==> src/rtl/pw_pkg.sv <==
// Shared types and defaults for the password-store readout controller.
// Holds the FSM state encoding, default sizing and the data width.
package pw_pkg;

  localparam int NREQ_DEF    = 2;
  localparam int DEPTH_DEF   = 5;
  localparam int TIMEOUT_DEF = 8;
  localparam int DATA_W      = 16;

  typedef enum logic [2:0] {
    ST_IDLE,
    ST_ARB,
    ST_ISSUE,
    ST_WAIT,
    ST_DONE
  } state_e;

  // Index width that stays legal for a single requester.
  function automatic int idx_w(input int n);
    return (n > 1) ? $clog2(n) : 1;
  endfunction

endpackage

==> src/rtl/pw_store_ctrl_if.sv <==
// Client, snoop and store-side signals of pw_store_ctrl, grouped as one bundle.
// The slave modport is the controller's view; master is the environment's.
interface pw_store_ctrl_if #(
  parameter int NREQ = pw_pkg::NREQ_DEF
);
  import pw_pkg::*;

  logic              in_valid;
  logic              in_channel;
  logic [NREQ-1:0]   cli_req;
  logic [NREQ-1:0]   cli_ack;
  logic              cli_err;
  logic [DATA_W-1:0] cli_data;
  logic              req_valid;
  logic              store_valid;
  logic [DATA_W-1:0] store_data;
  logic              busy;

  modport master (
    output in_valid, in_channel, cli_req, store_valid, store_data,
    input  cli_ack, cli_err, cli_data, req_valid, busy
  );

  modport slave (
    input  in_valid, in_channel, cli_req, store_valid, store_data,
    output cli_ack, cli_err, cli_data, req_valid, busy
  );

endinterface

==> src/rtl/rr_arb.sv <==
// Round-robin picker: searches from last_idx+1 upward and registers a one-hot grant.
// Grant is valid one cycle after the request vector is presented; no backpressure.
module rr_arb #(
  parameter int NREQ  = 2,
  parameter int IDX_W = pw_pkg::idx_w(NREQ)
) (
  input  logic             clk,
  input  logic             reset,
  input  logic [NREQ-1:0]  req,
  input  logic [IDX_W-1:0] last_idx,
  output logic [NREQ-1:0]  grant
);

  logic [NREQ-1:0] grant_d;
  logic [NREQ-1:0] grant_q;

  always_comb begin
    grant_d = '0;
    for (int i = 1; i <= NREQ; i++) begin
      if ((grant_d == '0) && req[IDX_W'((int'(last_idx) + i) % NREQ)]) begin
        grant_d[IDX_W'((int'(last_idx) + i) % NREQ)] = 1'b1;
      end
    end
  end

  always_ff @(posedge clk) begin
    if (reset) begin
      grant_q <= '0;
    end else begin
      grant_q <= grant_d;
    end
  end

  assign grant = grant_q;

endmodule

==> src/rtl/pw_store_ctrl.sv <==
// Gates client reads of the password store on DEPTH accepted words, arbitrates clients round-robin.
// Request-to-ack is 4 cycles minimum; store_valid may stall WAIT up to TIMEOUT cycles before an error ack.
module pw_store_ctrl
  import pw_pkg::*;
#(
  parameter int NREQ    = NREQ_DEF,
  parameter int DEPTH   = DEPTH_DEF,
  parameter int TIMEOUT = TIMEOUT_DEF
) (
  input  logic clk,
  input  logic reset,
  pw_store_ctrl_if.slave bus
);

  localparam int FILL_W = $clog2(DEPTH + 1);
  localparam int TMO_W  = $clog2(TIMEOUT + 1);
  localparam int IDX_W  = idx_w(NREQ);

  state_e            state_d, state_q;
  logic [FILL_W-1:0] fill_d, fill_q;
  logic [TMO_W-1:0]  tmo_d, tmo_q;
  logic [IDX_W-1:0]  last_d, last_q;
  logic [NREQ-1:0]   sel_d, sel_q;
  logic [DATA_W-1:0] data_d, data_q;
  logic              err_d, err_q;
  logic [NREQ-1:0]   arb_grant;
  logic              accept;

  assign accept = bus.in_valid && !bus.in_channel;

  rr_arb #(
    .NREQ  (NREQ),
    .IDX_W (IDX_W)
  ) u_rr_arb (
    .clk      (clk),
    .reset    (reset),
    .req      (bus.cli_req),
    .last_idx (last_q),
    .grant    (arb_grant)
  );

  always_comb begin
    state_d = state_q;
    fill_d  = fill_q;
    tmo_d   = tmo_q;
    last_d  = last_q;
    sel_d   = sel_q;
    data_d  = data_q;
    err_d   = err_q;

    // Clear happens before the increment so a word landing in DONE leaves fill at 1.
    if (state_q == ST_DONE) begin
      fill_d = '0;
    end
    if (accept && (fill_d != FILL_W'(DEPTH))) begin
      fill_d = fill_d + 1'b1;
    end

    case (state_q)
      ST_IDLE: begin
        if ((fill_q == FILL_W'(DEPTH)) && (|bus.cli_req)) begin
          state_d = ST_ARB;
        end
      end
      ST_ARB: begin
        state_d = ST_ISSUE;
      end
      ST_ISSUE: begin
        sel_d   = arb_grant;
        tmo_d   = '0;
        err_d   = 1'b0;
        state_d = ST_WAIT;
      end
      ST_WAIT: begin
        if (bus.store_valid) begin
          data_d  = bus.store_data;
          err_d   = 1'b0;
          state_d = ST_DONE;
        end else if ((tmo_q + 1'b1) == TMO_W'(TIMEOUT)) begin
          data_d  = '0;
          err_d   = 1'b1;
          state_d = ST_DONE;
        end else begin
          tmo_d = tmo_q + 1'b1;
        end
      end
      ST_DONE: begin
        for (int i = 0; i < NREQ; i++) begin
          if (sel_q[i]) begin
            last_d = IDX_W'(i);
          end
        end
        state_d = ST_IDLE;
      end
      default: begin
        state_d = ST_IDLE;
      end
    endcase
  end

  always_ff @(posedge clk) begin
    if (reset) begin
      state_q <= ST_IDLE;
      fill_q  <= '0;
      tmo_q   <= '0;
      last_q  <= IDX_W'(NREQ - 1);
      sel_q   <= '0;
      data_q  <= '0;
      err_q   <= 1'b0;
    end else begin
      state_q <= state_d;
      fill_q  <= fill_d;
      tmo_q   <= tmo_d;
      last_q  <= last_d;
      sel_q   <= sel_d;
      data_q  <= data_d;
      err_q   <= err_d;
    end
  end

  assign bus.req_valid = (state_q == ST_ISSUE);
  assign bus.cli_ack   = (state_q == ST_DONE) ? sel_q : '0;
  assign bus.cli_err   = (state_q == ST_DONE) && err_q;
  assign bus.cli_data  = (state_q == ST_DONE) ? data_q : '0;
  assign bus.busy      = (state_q != ST_IDLE);

endmodule

==> src/flat_wrapper.sv <==
// flat-port wrapper written by rule: the top's interface ports become plain ports
module pw_store_ctrl_flat import pw_pkg::*;
#(
  parameter int NREQ    = NREQ_DEF,
  parameter int DEPTH   = DEPTH_DEF,
  parameter int TIMEOUT = TIMEOUT_DEF
)
  (clk, reset, bus_in_valid, bus_in_channel, bus_cli_req, bus_store_valid, bus_store_data, bus_cli_ack, bus_cli_err, bus_cli_data, bus_req_valid, bus_busy);
  pw_store_ctrl_if #(.NREQ(NREQ)) bus_i ();
  input  logic clk;
  input  logic reset;
  input wire logic [$bits(bus_i.in_valid)-1:0] bus_in_valid;
  input wire logic [$bits(bus_i.in_channel)-1:0] bus_in_channel;
  input wire logic [$bits(bus_i.cli_req)-1:0] bus_cli_req;
  input wire logic [$bits(bus_i.store_valid)-1:0] bus_store_valid;
  input wire logic [$bits(bus_i.store_data)-1:0] bus_store_data;
  output wire logic [$bits(bus_i.cli_ack)-1:0] bus_cli_ack;
  output wire logic [$bits(bus_i.cli_err)-1:0] bus_cli_err;
  output wire logic [$bits(bus_i.cli_data)-1:0] bus_cli_data;
  output wire logic [$bits(bus_i.req_valid)-1:0] bus_req_valid;
  output wire logic [$bits(bus_i.busy)-1:0] bus_busy;
  assign bus_i.in_valid = bus_in_valid;
  assign bus_i.in_channel = bus_in_channel;
  assign bus_i.cli_req = bus_cli_req;
  assign bus_i.store_valid = bus_store_valid;
  assign bus_i.store_data = bus_store_data;
  assign bus_cli_ack = bus_i.cli_ack;
  assign bus_cli_err = bus_i.cli_err;
  assign bus_cli_data = bus_i.cli_data;
  assign bus_req_valid = bus_i.req_valid;
  assign bus_busy = bus_i.busy;
  pw_store_ctrl #(.NREQ(NREQ), .DEPTH(DEPTH), .TIMEOUT(TIMEOUT)) u_core (.clk(clk), .reset(reset), .bus(bus_i));
endmodule
==> config.mk <==
export PLATFORM = sky130hd
export DESIGN_NAME = pw_store_ctrl_flat
export DESIGN_NICKNAME = d
export VERILOG_FILES = /design/src/rtl/pw_pkg.sv /design/src/rtl/pw_store_ctrl_if.sv /design/src/rtl/rr_arb.sv /design/src/rtl/pw_store_ctrl.sv /design/src/flat_wrapper.sv
export SDC_FILE = /design/constraint.sdc
export NUM_CORES = 1
export LEC_CHECK = 0
export BUFFER_PORTS_ARGS = -buffer_cell sky130_fd_sc_hd__clkbuf_2
export CELL_PAD_IN_SITES_DETAIL_PLACEMENT = 1
export CELL_PAD_IN_SITES_GLOBAL_PLACEMENT = 1
export CORE_MARGIN = 2
export CORE_UTILIZATION = 39
export CTS_BUF_LIST = sky130_fd_sc_hd__clkbuf_4 sky130_fd_sc_hd__clkbuf_8
export CTS_CLUSTER_SIZE = 10
export DETAILED_ROUTE_END_ITERATION = 6
export HOLD_SLACK_MARGIN = 0.1
export PLACE_DENSITY_LB_ADDON = 0.1
export SYNTH_ARGS = -nofsm -noshare
export SYNTH_HDL_FRONTEND = slang
export SYNTH_SLANG_ARGS = --single-unit
==> constraint.sdc <==
create_clock -name clk -period 2.2 [get_ports clk]
set_input_delay 0.22 -clock clk [delete_from_list [all_inputs] [get_ports clk]]
set_output_delay 0.22 -clock clk [all_outputs]
set_load 0.1 [all_outputs]
# ---- Yosys cells after proc, flatten, opt, wreduce, memory -nomap -nowiden
# Cells that the tools add are included.
dict set report totals {
  reg_bits 32
  inputBits 23
  output_inout_bits 21
  wordCells 76
}
dict set report classes {
  addsub 4
  n_lt_le_gt_ge 4
  n_eq_ne 11
  muxes 28
  n_bitwise 1
  reduce_logical 20
}
# op n
set ops {}
lappend ops {{16-bit two-way mux} 3}
lappend ops {{3-bit two-way mux} 5}
lappend ops {{3-bit one-hot mux with 4 select lines} 1}
lappend ops {{1-bit two-way mux} 10}
lappend ops {{4-bit two-way mux} 2}
lappend ops {{4-bit one-hot mux with 2 select lines} 1}
lappend ops {{2-bit AND reduction} 4}
lappend ops {{1-bit logical AND} 7}
lappend ops {{3-bit by 2-bit == test with 1-bit output (second input constant)} 2}
lappend ops {{3-bit == test (second input constant)} 2}
lappend ops {{1-bit by 3-bit less-than comparator with 1-bit output (second input constant)} 2}
lappend ops {{2-bit two-way mux} 3}
lappend ops {{2-bit nonzero test} 3}
lappend ops {{4-bit by 1-bit adder with 4-bit output (second input constant)} 1}
lappend ops {{4-bit == test (second input constant)} 1}
lappend ops {{2-bit inequality test (second input constant)} 2}
lappend ops {{3-bit by 1-bit adder with 3-bit output (second input constant)} 1}
lappend ops {{3-bit by 1-bit == test with 1-bit output (second input constant)} 1}
lappend ops {{3-bit logical NOT} 1}
lappend ops {{3-bit by 2-bit inequality test with 1-bit output (second input constant)} 1}
lappend ops {{3-bit inequality test (second input constant)} 1}
lappend ops {{3-bit AND reduction} 1}
lappend ops {{3-bit nonzero test} 1}
lappend ops {{1-bit adder (second input constant)} 2}
lappend ops {{8 further kinds} 10}

# ---- Depth between registers and ports, before layout
dict set report logic_depth {
  ltp_word 9
  mapped_depth 8
  depth_no_buf 7
}

# ---- Hierarchy
# A second synthesis with hierarchy kept.
dict set report unflattened {
  cells_unflattened 153
  hier_area_um2 1432.6
}
# module instances cells_per_inst area_per_inst_um2 seq_area_each_um2
set modules_own_cells {}
lappend modules_own_cells {pw_store_ctrl 1 149 1387.6 600.6}
lappend modules_own_cells {rr_arb 1 4 45.0 20.0}

# ---- Least setup slack after synthesis
# OpenSTA, ideal clock, no wires.
dict set report synth_timing {
  path_type {reg2reg}
  startpoint {register u_core.state_q[1]}
  endpoint {register u_core.sel_q[0]}
  setup_ns 0.070
  arrival_time_ns 2.151
  t_required_ns 2.130
  slack_ns -0.021
  path_stages_with_launch 6
  path_buffers 1
  synth_period_minus_slack_ns 2.221
  cell_sequence {dfxtp_1 -> buf_2 -> nand2b_1 -> nor2_1 -> nand2_1 -> a21oi_1}
}
dict set report synth_via {
  elab_chain_cells 1
}
# item line_no
set synth_lines {}
lappend synth_lines {{from (decl)} pw_store_ctrl.sv:19} ;# state_e state_d, state_q;
lappend synth_lines {{from (signal assigned)} pw_store_ctrl.sv:111} ;# state_q <= state_d;
lappend synth_lines {{3-bit by 2-bit == test with 1-bit output} -}
lappend synth_lines {{net bus_req_valid} flat_wrapper.sv:20} ;# output wire logic [$bits(bus_i.req_valid)-1:0] bus_req_valid;
lappend synth_lines {{to (signal assigned)} pw_store_ctrl.sv:115} ;# sel_q <= sel_d;
lappend synth_lines {{to (decl)} pw_store_ctrl.sv:23} ;# logic [NREQ-1:0] sel_d, sel_q;
# The timed path passes the listed nets, and every way through them passes these cells.
# A chain may end at the register's enable or synchronous reset.

# ---- Worst setup path in the final report
dict set report layout_timing {
  startpoint {register u_core.state_q[2]}
  endpoint {register u_core.fill_q[1]}
}
dict set report layout_via {
  elab_chain_cells 5
  elab_cells_between_ends 6
  cone_classes {1 x add/sub; 2 x eq/ne; 2 x mux; 1 x reduce/logical}
}
# item line_no
set layout_lines {}
lappend layout_lines {{3-bit == test *} pw_store_ctrl.sv:52} ;# if (state_q == ST_DONE) begin
lappend layout_lines {{3-bit two-way mux *} pw_store_ctrl.sv:52}
lappend layout_lines {{branches (longest 2 deep; another with 3-bit by 1-bit adder with 3-bit output)} -}
lappend layout_lines {{3-bit two-way mux *} pw_store_ctrl.sv:55} ;# if (accept && (fill_d != FILL_W'(DEPTH))) begin
lappend layout_lines {{to (signal assigned)} pw_store_ctrl.sv:112} ;# fill_q <= fill_d;
lappend layout_lines {{to (decl)} pw_store_ctrl.sv:20} ;# logic [FILL_W-1:0] fill_d, fill_q;
# Every way passes the cells marked *.

==> impl_metrics.ini <==
[final_layout]
final_layout_size_suffix_gt1_share_pct = 30.8
num_antenna_cells = 0
syn2layout_area_growth_pct = 36.0
final_cell_area_um2 = 2160
layout.cells.most_common = dfxtp_1
stdcell_count = 274
finish.net_count = 251
layout.core_utilization_pct = 54.5
fill_cells = 475
mostFrequentLayoutCells = 28 x dfxtp_1, 24 x clkbuf_2, 19 x and2_1

[worst_setup_path]
worst-endpoint-arrival_ns = 2.21
cp_max_delay_cell = or3b_2
worstPathMaxFanout = 8
critPathMaxStageDelay_ns = 0.50
path_common_cell = nand2_1
setup.worst_path.end_class = flop
critPathRequiredTime_ns = 2.41
timing.critical_path.max_delay_family = simple AND/OR/NAND/NOR gates
criticalPathCategory = reg2reg
regToRegStartpoint = u_core.state_q[2]
crit_start = u_core.state_q[2]
critPathLaunchType = flop
timing.critical_path.cells = or3b_2 > nand2_1 > ha_1 > nand2_1 > o21ai_1 > mux2_2 > nor2_1
critical_path_buf_inv_count = 0
r2r_setup_slack_ns = 0.20

[routing]
route.vias.total = 1444
wirelength_um = 4180
route.antenna.remaining_nets = 0
drc_violation_count_after_routing = 0
avgRoutedWirePerCell_um = 15.2
detailedRoute.firstIterationViolations = 69
post_drt_via_cell_ratio = 5.27
detailedRoute.firstPassIterationCount = 4

[grt]
grt_util_all_layers_pct = 20.1
first_global_vias = 1440
grt_first_pass_wirelength_um = 6810
maximum_number_of_pins_on_one_net_before_global_route_repair = 48
grt_antenna_before_repair = 0
global_route.overflow_total = 0

[sta]
final_hold_viol_count = 0
slew_viol_final = 0
report.final.setup_viol = 0
achievable-frequency_mhz = 500
final_period_minus_worst_setup_slack_ns = 2.00
grt_setup_unrepaired = no
finalWorstSetupSlack_ns = 0.198
fin_skew_ns = 0.00990
final_worst_hold_slack_ns = 0.177
slew-limit-headroom_pct = 50.1
share_of_the_cycle_needed_by_the_critical_path_after_routing_pct = 91.0
worst-slew-pin-transition_ns = 0.749
accumulated_negative_setup_slack_ns = 0

[floorplan]
initial_utilization_pct = 40.0
die_area_um2 = 4600
io_pins = 44
floorplan.die.height_um = 67.9
die_width_um = 67.9
core.rowCount = 23
design.core.area_um2 = 3970

[logic_synthesis]
synth-async-reset-ratio_pct = 0
post_synth.cell_area_avg_um2 = 8.55
netlist-cell-type-count = 41
yosys_register_bits = 29
synth_edf_count = 0
syn_area_um2 = 1590
ys.flop_type = dfxtp_1
net_count_synth = 212
synth_seq_area_share_pct = 36.5
synthCells = 186
ys_warn_count = 0

[clocking]
clock_transition_time_at_the_flip_flop_clock_pins_of_the_worst_setup_and_hold_paths_ns = 0.06
clock_latency_ns = 0.28
postCtsHoldBufs = 0
clkSinkCount = 29
cts-htree-levels = 2
cts_buffers = 5
cts_root_buf = clkbuf_8
cts-root-to-sink-buffers = 2
tritoncts = done

[placement]
dp_slack_ns = 0.0380
detailed_place_hpwl_um = 3040
placement.io_buffers = 42
gpl.final_weighted_congestion = 0.803
placement.cell_area_um2 = 2090
dp.cells = 268

[hold_path]
hold_class = in2reg
hold_path.startpoint = bus_cli_req[0]

[power]
max-vdd-ir-drop_mv = 0.345
power_mw = 1.01
power.density_cell_area_nw_per_um2 = 466
power_leakage_nw = 0.861

[flow_run]
max-cap-violations = 0

[run_status]
run_status = finished clean
-- sequential cells by signal, summed over array words and instances, names as in the netlist --
name	count
u_core.data_q	16
u_core.tmo_q	4
u_core.fill_q	3
u_core.state_q	3
u_core.err_q	1
u_core.sel_q	1
u_core.u_rr_arb.grant	1
-- power breakdown --
part           switching (mW)  leakage (nW)  internal (mW)
clock network           0.196        0.0399          0.207
logic                  0.0413         0.587         0.0319
registers             0.00185         0.235          0.529
total                   0.239         0.861          0.768
-- cells in the mapped netlist (2+ instances only) --
library cell	n	area (um^2)
a211o_1	2	17.5
nand3b_1	16	120
inv_1	5	18.8
ha_1	3	37.5
o21ai_0	13	65.1
nor3_1	3	15.0
a31oi_1	2	12.5
dfxtp_1	29	581
o21ai_2	10	87.6
and2_1	19	119
a211oi_1	2	15.0
nand2b_1	17	106
buf_6	2	22.5
nand3_1	2	10.0
clkbuf_1	8	30.0
buf_2	2	10.0
xor2_1	2	17.5
nor2_1	9	33.8
a21o_1	2	15.0
nor2b_1	3	18.8
nand2_1	11	41.3
a21oi_1	5	25.0
-- cell type report --
| type | count | area, um^2 | area share [%] |
|---|---|---|---|
| Clock inverter | 1 | 5.00 | 0.231 |
| Multi-Input combinational cell | 139 | 923 | 42.7 |
| Sequential cell | 29 | 582 | 26.9 |
| Timing Repair Buffer | 45 | 503 | 23.3 |
| Clock buffer | 5 | 68.8 | 3.18 |
| Tap cell | 50 | 62.6 | 2.89 |
| Inverter | 5 | 18.8 | 0.868 |
-- final timing paths --
kind / to / cells past startpoint
worst max-delay path: u_core.fill_q[1] / 7
worst min-delay path: u_core.u_rr_arb.grant[0] / 2
worst max register to register: u_core.fill_q[1] / 7
worst min register to register: u_core.sel_q[0] / 2
-- cells by family after synthesis --
logic type      Yosys count  share of synthesized area, %
other cells               1                         0.236
mux                       1                         0.708
simple gates             89                          34.5
flops                    29                          36.5
fa+ha+maj                 3                          2.36
buf+inv                  18                          5.59
xor+xnor                  3                          1.65
compound gates           42                          18.5
-- metal layers --
layer | GRT usage [%] | part of all wire, %
met5 | 0 | 0
met4 | 7.50 | 1.6
met1 | 23.3 | 43
met2 | 34.8 | 51
met3 | 6.09 | 5.2
-- what timing repair did --
item	CTS	global route
resized for setup	0	2
endpoints found under the setup margin	0	1
buffers inserted	0	0
No activity file was read; power rests on OpenSTA's default activity.
